$ cat src/rtl/pq_op_scheduler.sv
// Front-end scheduler for the register-tree max-heap priority queue.
// Buffers pushes in a small FIFO, tracks one outstanding pop, and turns them
// into enqueue / dequeue / replace strobes, with forced idle cycles after each
// tree operation so the compare-and-swap network can settle. A buffered key
// larger than the current root is returned directly without touching the tree.
module pq_op_scheduler #(
  parameter int unsigned DATA_WIDTH    = 16,
  parameter int unsigned FIFO_DEPTH    = 4,
  parameter int unsigned SETTLE_CYCLES = 2
) (
  input  logic                          i_CLK,
  input  logic                          i_RST,
  input  logic                          i_push_valid,
  output logic                          o_push_ready,
  input  logic [DATA_WIDTH-1:0]         i_push_data,
  input  logic                          i_pop_valid,
  output logic                          o_pop_ready,
  output logic                          o_pop_valid,
  output logic [DATA_WIDTH-1:0]         o_pop_data,
  output logic                          o_pq_wrt,
  output logic                          o_pq_read,
  output logic [DATA_WIDTH-1:0]         o_pq_data,
  input  logic                          i_pq_full,
  input  logic                          i_pq_empty,
  input  logic [DATA_WIDTH-1:0]         i_pq_data,
  output logic                          o_zero_drop,
  output logic [$clog2(FIFO_DEPTH):0]   o_fifo_count
);

  localparam int unsigned PtrW = $clog2(FIFO_DEPTH);
  localparam int unsigned CntW = PtrW + 1;
  localparam int unsigned SetW = $clog2(SETTLE_CYCLES + 1);

  localparam logic [CntW-1:0] FullCount  = CntW'(FIFO_DEPTH);
  localparam logic [SetW-1:0] SettleLoad = SetW'(SETTLE_CYCLES);

  typedef enum logic [2:0] {OpIdle, OpEnq, OpDeq, OpRep, OpByp} op_e;

  logic [DATA_WIDTH-1:0] r_mem [FIFO_DEPTH];
  logic [PtrW-1:0]       r_wr_ptr;
  logic [PtrW-1:0]       r_rd_ptr;
  logic [CntW-1:0]       r_count;
  logic                  r_pop_pending;
  logic [SetW-1:0]       r_settle;
  logic                  r_pop_valid;
  logic [DATA_WIDTH-1:0] r_pop_data;
  logic                  r_zero_drop;

  op_e                   w_op;
  logic                  w_fifo_empty;
  logic                  w_fifo_full;
  logic [DATA_WIDTH-1:0] w_head;
  logic                  w_push_acc;
  logic                  w_push_store;
  logic                  w_pop_acc;
  logic                  w_fifo_rd;
  logic                  w_pop_done;
  logic                  w_settle_load;

  assign w_fifo_empty = (r_count == '0);
  assign w_fifo_full  = (r_count == FullCount);
  assign w_head       = r_mem[r_rd_ptr];

  assign o_push_ready = !w_fifo_full;
  assign o_pop_ready  = !r_pop_pending;

  assign w_push_acc   = i_push_valid && o_push_ready;
  // Zero marks an empty heap slot, so it is acknowledged but never buffered.
  assign w_push_store = w_push_acc && (i_push_data != '0);
  assign w_pop_acc    = i_pop_valid && o_pop_ready;

  // Operation decode: registered state and queue flags only, never the request inputs.
  always_comb begin
    w_op = OpIdle;
    if (r_settle == '0) begin
      if (r_pop_pending) begin
        if (!w_fifo_empty) begin
          // Ties go to the tree so equal keys keep their enqueue order there.
          if (i_pq_empty || (w_head > i_pq_data)) begin
            w_op = OpByp;
          end else begin
            w_op = OpRep;
          end
        end else if (!i_pq_empty) begin
          w_op = OpDeq;
        end
      end else if (!w_fifo_empty && !i_pq_full) begin
        w_op = OpEnq;
      end
    end
  end

  // Strobe and side-effect decode of the selected operation.
  always_comb begin
    o_pq_wrt      = (w_op == OpEnq) || (w_op == OpRep);
    o_pq_read     = (w_op == OpDeq) || (w_op == OpRep);
    o_pq_data     = w_head;
    w_fifo_rd     = (w_op == OpEnq) || (w_op == OpRep) || (w_op == OpByp);
    w_pop_done    = (w_op == OpDeq) || (w_op == OpRep) || (w_op == OpByp);
    // Bypass leaves the tree untouched, so it needs no settle time.
    w_settle_load = (w_op == OpEnq) || (w_op == OpRep) || (w_op == OpDeq);
  end

  // FIFO storage; contents are don't-care once pointers are reset.
  always_ff @(posedge i_CLK) begin
    if (w_push_store) begin
      r_mem[r_wr_ptr] <= i_push_data;
    end
  end

  // FIFO pointers, occupancy, pending pop and settle counter.
  always_ff @(posedge i_CLK) begin
    if (i_RST) begin
      r_wr_ptr      <= '0;
      r_rd_ptr      <= '0;
      r_count       <= '0;
      r_pop_pending <= 1'b0;
      r_settle      <= '0;
    end else begin
      if (w_push_store) begin
        r_wr_ptr <= r_wr_ptr + PtrW'(1);
      end
      if (w_fifo_rd) begin
        r_rd_ptr <= r_rd_ptr + PtrW'(1);
      end
      r_count <= r_count + CntW'(w_push_store) - CntW'(w_fifo_rd);
      if (w_pop_done) begin
        r_pop_pending <= 1'b0;
      end else if (w_pop_acc) begin
        r_pop_pending <= 1'b1;
      end
      if (w_settle_load) begin
        r_settle <= SettleLoad;
      end else if (r_settle != '0) begin
        r_settle <= r_settle - SetW'(1);
      end
    end
  end

  // Registered pop response and zero-drop pulse.
  always_ff @(posedge i_CLK) begin
    if (i_RST) begin
      r_pop_valid <= 1'b0;
      r_pop_data  <= '0;
      r_zero_drop <= 1'b0;
    end else begin
      r_pop_valid <= w_pop_done;
      if (w_pop_done) begin
        r_pop_data <= (w_op == OpByp) ? w_head : i_pq_data;
      end
      r_zero_drop <= w_push_acc && (i_push_data == '0);
    end
  end

  assign o_pop_valid  = r_pop_valid;
  assign o_pop_data   = r_pop_data;
  assign o_zero_drop  = r_zero_drop;
  assign o_fifo_count = r_count;

endmodule

$ cat config.mk
export PLATFORM = sky130hd
export DESIGN_NAME = pq_op_scheduler
export DESIGN_NICKNAME = d
export VERILOG_FILES = /design/src/rtl/pq_op_scheduler.sv
export SDC_FILE = /design/constraint.sdc
export NUM_CORES = 1
export LEC_CHECK = 0
export BUFFER_PORTS_ARGS = -buffer_cell sky130_fd_sc_hd__clkbuf_2
export CAP_MARGIN = 20
export CORE_ASPECT_RATIO = 0.8
export CORE_MARGIN = 10
export CORE_UTILIZATION = 53
export CTS_CLUSTER_SIZE = 10
export DETAILED_ROUTE_END_ITERATION = 12
export GPL_ROUTABILITY_DRIVEN = 1
export PLACE_DENSITY = 0.77
export SYNTH_ARGS = -nofsm -noshare
export SYNTH_HDL_FRONTEND = slang
export SYNTH_SLANG_ARGS = --single-unit
$ cat constraint.sdc
create_clock -name i_CLK -period 8.8 [get_ports i_CLK]
set_input_delay 0.44 -clock i_CLK [delete_from_list [all_inputs] [get_ports i_CLK]]
set_output_delay 0.44 -clock i_CLK [all_outputs]
set_load 0.01 [all_outputs]
Word level (Yosys, flattened, before mapping):

Memories as Yosys holds them, arrays and structs flattened. A register that Yosys moved wholly into a read port is not among the register bits.
Cells that the tools add are included.

* register bits: 28
* bits in latches: 0
* memory bits (writable): 64
* ROM bits: 0
* bits of input ports: 38
* output and inout port bits: 41
* logic and storage cells: 57
* memories: 1

* add/subtract/negate cells: 5
* multiply operators: 0
* divide/modulo/power cells: 0
* magnitude comparators: 1
* equality and inequality tests: 5
* shifts and indexed selects: 0
* mux-type cells: 13
* bitwise operators: 0
* reduce and logical (&&, ||, !) cells: 23

Memory list
* r_mem: depth 4, width 16, read ports 1, clocked after Yosys merged registers in 1, write ports 1, RTL line 39 `logic [DATA_WIDTH-1:0] r_mem [FIFO_DEPTH];`

Operator list (number)
* 16-bit > comparator: 1
* 16-bit zero test: 1
* 16-bit two-way mux: 1
* 16-bit nonzero test: 1
* 3-bit two-way mux: 4
* 2-bit two-way mux: 5
* 3-bit by 2-bit equality test with 1-bit output (second input constant): 2
* 3-bit equality test (second input constant): 2
* 1-bit logical OR: 6
* 1-bit logical AND: 5
* 2-bit by 1-bit adder with 2-bit output (second input constant): 2
* 1-bit zero test: 4
* 2-bit nonzero test: 2
* 2-bit OR reduction: 2
* 3-bit by 1-bit adder with 3-bit output: 1
* 3-bit by 1-bit equality test with 1-bit output (second input constant): 1
* 3-bit zero test: 1
* 1-bit two-way mux: 3
* 3-bit by 1-bit subtractor with 3-bit output: 1
* 2-bit zero test: 1
* 2-bit by 1-bit subtractor with 2-bit output (second input constant): 1

Longest topological paths before layout:

Gate-level depths: netlist of run 1.

* word-level depth: 11
* depth in mapped cells: 14

Least setup slack after synthesis of run 1:

No wires, ideal clock.

* path type: register to output
* start point: register with a tool-made name
* end point: output o_pq_read
* arrival: 2948 ps
* required time: 8360 ps
* path slack: 5412 ps
* stages on the path, launching flop included: 13
* cell sequence: dfxtp_1 > buf_2 > buf_2 > mux4_2 > ha_1 > nand4_2 > nor4_4 > a21boi_1 > nand3b_2 > a21o_1 > buf_6 > inv_4 > buf_6

RTL lines
* to (decl): RTL line 21 `output logic o_pq_read,`

==> out/qor.yml, run 1 <==
placed_area_mm2: 0.00459
final-hold-violation-count: 0
avgRoutedWirePerCell_um: 18.8
cts_root_buf: "clkbuf_8"
yosysSeqAreaShare_pct: 60.9
grt.overflow.total: 0
ys_types: 42
area_growth_pct: 16.3
synth_edf_count: 64
fin_crit_ps: 4200
worstPathRequired_ps: 8360
rsz0062_at_grt: "false"
synth_top_cell_area_share_pct: 46.4
switching_share_pct: 35.8
p_per_area_mw_per_mm2: 275
layout-drive-gt1-share_pct: 30.2
syn-num-nets: 373
grt_pass1_wl_um: 15100
ys_ff_latch: 94
fp.dieW_um: 119
clock_sinks: 94
combPwrFrac_pct: 34.4
avgViaCountPerCell: 5.44
worst-path-max-fanout: 18
antenna_cells: 0
total_leakage_power_nw: 1.89
post_cts_buffers: 0
finalSetupTns_ps: 0
ir_drop_mv: 0.0937
setup_violations: 0
arrival_ps: 3760
wl_met1_um: 4190
period_share_pct: 47.8
core_mm2: 0.00750
cts_buffer_depth: 2
start_util_pct: 55.2
die_h_um: 99.1
wl_um: 9360
cts_tree: "built"
synth_area_leaders: "edfxtp_1 46%, dfxtp_1 15%, mux4_2 8.7%"
dr.pass1.iters: 4
ant_nets: 0
htree_num_levels: 3
grt_pass1_vias: 2774
synth_top_area_cell: "edfxtp_1"
cap_violations: 0
worstMarginPinSlew_ps: 824
clkLatencyLatePin_ps: 360
slew-limit-headroom_pct: 45.1
antenna_found_initial: 0
critPathCaptureType: "output port"
port_buffers: 78
grtUsageTotal_pct: 16.1
final_area_mm2: 0.00482
rows: 28
synthFlopType: "edfxtp_1"
fin_skew_ps: 10.4
numCtsBuffers: 9
hpwl_um: 7060
io_pins: 79
grt_start_max_net_pins: 30
syn_avg_cell_area_um2: 13.3
hold_path.class: "input pin to register"
path_class: "register to output port"
cts-resized-gates: 0
fillers: 567
nets: 450
cts.reportedPaths.clkPinSlew_ps: 100
dieArea_mm2: 0.0118
status: "finished, final reports clean"
dr_wl_met3_um: 857
timing.fmax_mhz: 238
cts_hold_buffers: 0
syn-cell-area_mm2: 0.00414
synth_most_common_cell: "edfxtp_1"
gp_congestion: 0.907
yosys-top-cells-count: "64 x edfxtp_1, 42 x nand2_1, 30 x dfxtp_1"
wl_met2_um: 4250
clkPwrFrac_pct: 21.0
synth_warnings: 0
drt_iter0_drc: 182
start_kind: "register"
p_sw_uw: 475
vias: 2714
seq_power_share_pct: 44.5
dr.max_layer_used: "met4"
maxSlewViolCount: 0
synthArstFlopShare_pct: 0
p_int_uw: 852
drc: 0
netlist_instances: 312
-- final timing paths --
kind	from	endpoint	slack [ps]	cells after the start
setup / recovery	register	o_pq_read	4600	9
hold / removal	i_push_valid	o_zero_drop$_SDFF_PP0_	310	3
setup reg to reg	register	o_pop_data[7]$_SDFFE_PP0P_	5060	10
hold reg to reg	o_pop_data[6]$_SDFFE_PP0P_	o_pop_data[6]$_SDFFE_PP0P_	490	2
-- worst max-delay path: stages (launching register included) --
cell and delay [ps]:
dfxtp_1 820, mux4_2 460, ha_1 370, nand4_2 180, nor4_4 340, a21boi_1 190, nand3b_2 170, a21o_1 500
inv_4 190, clkbuf_2 180
-- power groups by stage --
stage	clock, mW	combinational (mW)	sequential (mW)
after floorplan	0	0.292	0.598
after global placement	0	0.428	0.606
after detailed placement	0	0.439	0.610
after CTS	0.285	0.442	0.601
after global routing	0.304	0.509	0.599
final	0.279	0.457	0.591
-- metrics by stage --
step                      setup WS, ps  utilization [%]  hold WS [ps]  power, mW  std cells
after floorplan                   5410                -           454      0.891        312
after global placement            4640             61.2           466       1.03        482
after detailed placement          4520             61.2           475       1.05        482
after CTS                         4080             63.9           289       1.33        498
after global routing              4350             64.3           297       1.41        499
final                             4600             64.3           307       1.33        499
-- metal layers --
metal  vias up  GRT usage (%)
li1       1300              -
met1      1283           21.2
met2       122           24.4
met3         9           6.67
met4         0           3.75
met5         -              0
-- cell families after synthesis --
| logic type | synth area share, % |
|---|---|
| simple gates | 11.3 |
| buf+inv | 4.23 |
| fa+ha+maj | 7.13 |
| compound gates | 6.41 |
| xor+xnor | 1.06 |
| flops | 60.9 |
| mux | 8.95 |
-- area by class of cell --
type | instances | area, um2 | share of cell area, %
Inverter | 25 | 96.3 | 2.00
Clock inverter | 7 | 75.1 | 1.56
Sequential cell | 94 | 2520 | 52.4
Tap cell | 105 | 131 | 2.73
Multi-Input combinational cell | 179 | 1440 | 29.9
Timing Repair Buffer | 80 | 425 | 8.83
Clock buffer | 9 | 124 | 2.57
-- placed cells by master (no fill, tap or decap), types with 2 or more instances in the layout --
cell | synthesis | routed
clkbuf_2 | 0 | 78
edfxtp_1 | 64 | 64
nand2_1 | 42 | 42
dfxtp_1 | 30 | 30
nor2_1 | 28 | 28
inv_1 | 23 | 23
ha_1 | 22 | 22
mux4_2 | 16 | 16
a311oi_1 | 15 | 15
a21oi_1 | 9 | 9
clkbuf_8 | 0 | 9
nor3_1 | 5 | 5
nor4_1 | 4 | 4
and2_1 | 4 | 4
xnor2_1 | 4 | 4
nor2b_1 | 3 | 3
a211oi_1 | 3 | 3
inv_8 | 0 | 3
nand4_1 | 2 | 2
nand3_1 | 2 | 2
nor3b_1 | 2 | 2
-- sequential cells by signal (all words and copies together), names as in the netlist, named ones only --
register,cells
r_mem,64
o_pop_data,16
o_fifo_count,3
r_rd_ptr,2
r_settle,2
r_wr_ptr,2
o_pop_valid,1
o_zero_drop,1
r_pop_pending,1
(Power assumes the default switching activity.)
==> run 2: changes to the inputs <==
--- a/config.mk
+++ b/config.mk
@@ -5,15 +5,16 @@
 export SDC_FILE = /design/constraint.sdc
 export NUM_CORES = 1
 export LEC_CHECK = 0
+export ABC_AREA = 1
 export BUFFER_PORTS_ARGS = -buffer_cell sky130_fd_sc_hd__clkbuf_2
 export CAP_MARGIN = 20
 export CORE_ASPECT_RATIO = 0.8
 export CORE_MARGIN = 10
-export CORE_UTILIZATION = 53
+export CORE_UTILIZATION = 50
 export CTS_CLUSTER_SIZE = 10
 export DETAILED_ROUTE_END_ITERATION = 12
 export GPL_ROUTABILITY_DRIVEN = 1
-export PLACE_DENSITY = 0.77
+export PLACE_DENSITY = 0.76
 export SYNTH_ARGS = -nofsm -noshare
 export SYNTH_HDL_FRONTEND = slang
 export SYNTH_SLANG_ARGS = --single-unit
==> constraint.sdc (replaced) <==
create_clock -name i_CLK -period 3.45 [get_ports i_CLK]
set_input_delay 0.1725 -clock i_CLK [delete_from_list [all_inputs] [get_ports i_CLK]]
set_output_delay 0.1725 -clock i_CLK [all_outputs]
set_load 0.01 [all_outputs]
==> out/qor.yml, run 2 <==
status: "finished, final reports clean"  # unchanged
power_mw: 3.92  # was 1.33 mW
slowest_delay_ps: 470  # was 820 ps
avgRoutedWirePerCell_um: 16.5  # was 18.8 um
yosys-top-cells-count: "120 x nand2_1, 64 x edfxtp_1, 58 x inv_1"  # was 64 x edfxtp_1, 42 x nand2_1, 30 x dfxtp_1
nets: 588  # was 450
start_kind: "register"  # unchanged
grt.overflow.total: 0  # unchanged
syn-num-nets: 500  # was 373
pre_cts_slack_ps: 613  # was 4520 ps
cts_buffer_depth: 2  # unchanged
setup_ws_ps: 298  # was 4600 ps
rsz0062_at_grt: "false"  # unchanged
htree_num_levels: 3  # unchanged
cts.reportedPaths.clkPinSlew_ps: 100  # about the same
worst-path-max-fanout: 20  # was 18
drc: 0  # unchanged
mostFrequentLayoutCell: "nand2_1"  # was clkbuf_2
synth_most_common_cell: "nand2_1"  # was edfxtp_1
arrival_ps: 2980  # was 3760 ps
hold_depth: 3  # unchanged
worstMarginPinSlew_ps: 649  # was 824 ps
cap_violations: 0  # unchanged
io_pins: 79  # unchanged
crit_cells: 14  # was 9
finalSetupTns_ps: 0  # unchanged
path_delay_family: "compound AO/OA/AOI/OAI gates"  # was flip-flops
final-hold-violation-count: 0  # unchanged
fp.dieW_um: 124  # was 119 um
cts_hold_buffers: 0  # unchanged
avgViaCountPerCell: 5.29  # was 5.44
core_mm2: 0.00848  # was 0.00750 mm2
rows: 30  # was 28
antenna_found_initial: 0  # unchanged
ant_nets: 0  # unchanged
total_leakage_power_nw: 2.36  # was 1.89 nW
slew-limit-headroom_pct: 56.7  # was 45.1%
final_core_util_pct: 60.1  # was 64.3%
path_class: "register to output port"  # unchanged
dieArea_mm2: 0.0128  # was 0.0118 mm2
post_cts_buffers: 0  # unchanged
area_growth_pct: 17.7  # was 16.3%
grt_start_max_net_pins: 22  # was 30
port_buffers: 78  # unchanged
dr.pass1.iters: 5  # was 4
gp_congestion: 0.862  # was 0.907
path_buf_inv: 3  # was 2
fin_crit_ps: 3150
yosysSeqAreaShare_pct: 58.2  # was 60.9%
vias: 3408  # was 2714
cts_tree: "built"  # unchanged
grt_pass1_vias: 3377  # was 2774
rr_worst_depth: 21  # was 10
fin_skew_ps: 9.61  # was 10.4 ps
maxSlewViolCount: 0  # unchanged
largest_reg_flops: 64  # unchanged
p_per_area_mw_per_mm2: 768  # was 275 mW/mm2
start_util_pct: 51.1  # was 55.2%
clock_sinks: 94  # unchanged
switching_share_pct: 42.1  # was 35.8%
combPwrFrac_pct: 44.9  # was 34.4%
path_cells: "buf_4 > nand2_1 > a32oi_1 > ha_1 > a21oi_1 > o21ai_0 > a21oi_1 > nand2_2 > nand2_2 > nand2_4 > nand2_1 > nand2_1 > inv_1 > clkbuf_2"  # was mux4_2 > ha_1 > nand4_2 > nor4_4 > a21boi_1 > nand3b_2 > a21o_1 > inv_4 > clkbuf_2
synth_edf_count: 64  # unchanged
ys_types: 29  # was 42
placed_area_mm2: 0.00489  # was 0.00459 mm2
antenna_cells: 0  # unchanged
timing.fmax_mhz: 317
numCtsBuffers: 9  # unchanged
wl_um: 10600  # was 9360 um
synth_top_cell_area_share_pct: 44.3  # was 46.4%
ir_drop_mv: 0.321  # was 0.0937 mV
regMostFlops: "r_mem"  # unchanged
synthFlopType: "edfxtp_1"  # unchanged
layout-drive-gt1-share_pct: 23.5  # was 30.2%
synthArstFlopShare_pct: 0  # unchanged
clkPwrFrac_pct: 17.9  # was 21.0%
grt_pass1_wl_um: 16800  # was 15100 um
synth_area_leaders: "edfxtp_1 44%, dfxtp_1 14%, nand2_1 10%"  # was edfxtp_1 46%, dfxtp_1 15%, mux4_2 8.7%
grtUsageTotal_pct: 17.0  # was 16.1%
period_share_pct: 91.4
p_sw_mw: 1.65  # was 475 uW
syn-cell-area_mm2: 0.00434  # was 0.00414 mm2
synth_top_area_cell: "edfxtp_1"  # unchanged
layout_common_cells: "120 x nand2_1, 78 x clkbuf_2, 64 x edfxtp_1"  # was 78 x clkbuf_2, 64 x edfxtp_1, 42 x nand2_1
synth_warnings: 0  # unchanged
cp_common_cell: "nand2_1"
p_int_mw: 2.27  # was 852 uW
hold_path.class: "input pin to register"  # unchanged
worstPathRequired_ps: 3280  # was 8360 ps
syn_avg_cell_area_um2: 9.88  # was 13.3 um2
ys_ff_latch: 94  # unchanged
final_area_mm2: 0.00510  # was 0.00482 mm2
netlist_instances: 439  # was 312
slowest_stage: "a32oi_1"  # was dfxtp_1
clkLatencyLatePin_ps: 370  # was 360 ps
cts_root_buf: "clkbuf_8"  # unchanged
die_h_um: 103  # was 99.1 um
drt_iter0_drc: 307  # was 182
seq_power_share_pct: 37.3  # was 44.5%
hpwl_um: 8040  # was 7060 um
setup_violations: 0  # unchanged
critPathCaptureType: "output port"  # unchanged
-- run 2: cell count changes in the layout (fill, tap and decap cells not counted), moves of 10 or more --
cell      change
a21oi_1      +17
a311oi_1     -15
a32oi_1      +14
buf_4        +15
inv_1        +35
mux4_2       -16
nand2_1      +78
nand3_1      +20
nand4_1      +16
nor2_1       -10
-- run 2: repair_timing --
item / 4_1_cts / 5_1_grt
resized for setup: 0 / 4
endpoints found under the hold margin: 0 / 0
endpoints found under the setup margin: 0 / 1
-- run 2: logic make-up after synthesis --
kind of cell | after synthesis | share of synthesized area, %
compound gates | 50 | 7.44
buf+inv | 77 | 7.39
xor+xnor | 1 | 0.202
fa+ha+maj | 23 | 6.81
flops | 94 | 58.2
simple gates | 194 | 20.0
-- run 2: metrics by stage --
stage | instances | hold WS [ps]
5_1_grt | 644 | 44.2
3_5_place_dp | 628 | 414
2_1_floorplan | 439 | 244
3_3_place_gp | 628 | 404
6_report | 644 | 33.0
4_1_cts | 644 | 26.6
-- run 2: cell type report --
class | instances | area (um2)
Tap cell | 112 | 140
Clock buffer | 9 | 124
Timing Repair Buffer | 94 | 510
Sequential cell | 94 | 2520
Clock inverter | 7 | 68.8
Multi-Input combinational cell | 268 | 1510
Fill cell | 742 | 3380
Inverter | 60 | 228
-- run 2: worst reg2reg max path, cell delays in order, from the launching register on --
cell and delay [ps]:
dfxtp_1 310, inv_1 270, buf_4 270, a21oi_1 60
a32oi_1 270, inv_1 130, ha_1 220, inv_1 50
nand2_1 40, nand2_1 50, nand2_1 50, nand2_1 50
nand2_1 50, nand2_1 50, nand2_1 50, nand2_2 70
nand2_2 60, nand2_4 170, nand3_4 210, nand2_1 110
nand3_1 90, nand2_1 90
-- run 2: layer usage --
layer  part of all wire, %  track usage, %  vias up
met4                   1.4            6.54        0
li1                      -               -     1662
met5                     0               0        -
met2                    46            26.3      130
met1                    43            21.9     1597
met3                   9.0            4.94       19
-- run 2: power by group through the flow --
stage | logic (mW) | registers, mW | clock network, mW
final | 1.76 | 1.46 | 0.701
after global routing | 1.96 | 1.48 | 0.757
after CTS | 1.75 | 1.46 | 0.715
after detailed placement | 1.74 | 1.48 | 0
after global placement | 1.67 | 1.48 | 0
after floorplan | 1.09 | 1.49 | 0
-- run 2: final timing paths --
check	from	endpoint	slack, ps
setup / recovery	register	o_pq_wrt	300
hold / removal	i_push_valid	o_zero_drop$_SDFF_PP0_	30
setup reg to reg	register	o_pop_data[3]$_SDFFE_PP0P_	660
hold reg to reg	o_pop_data[13]$_SDFFE_PP0P_	o_pop_data[13]$_SDFFE_PP0P_	460
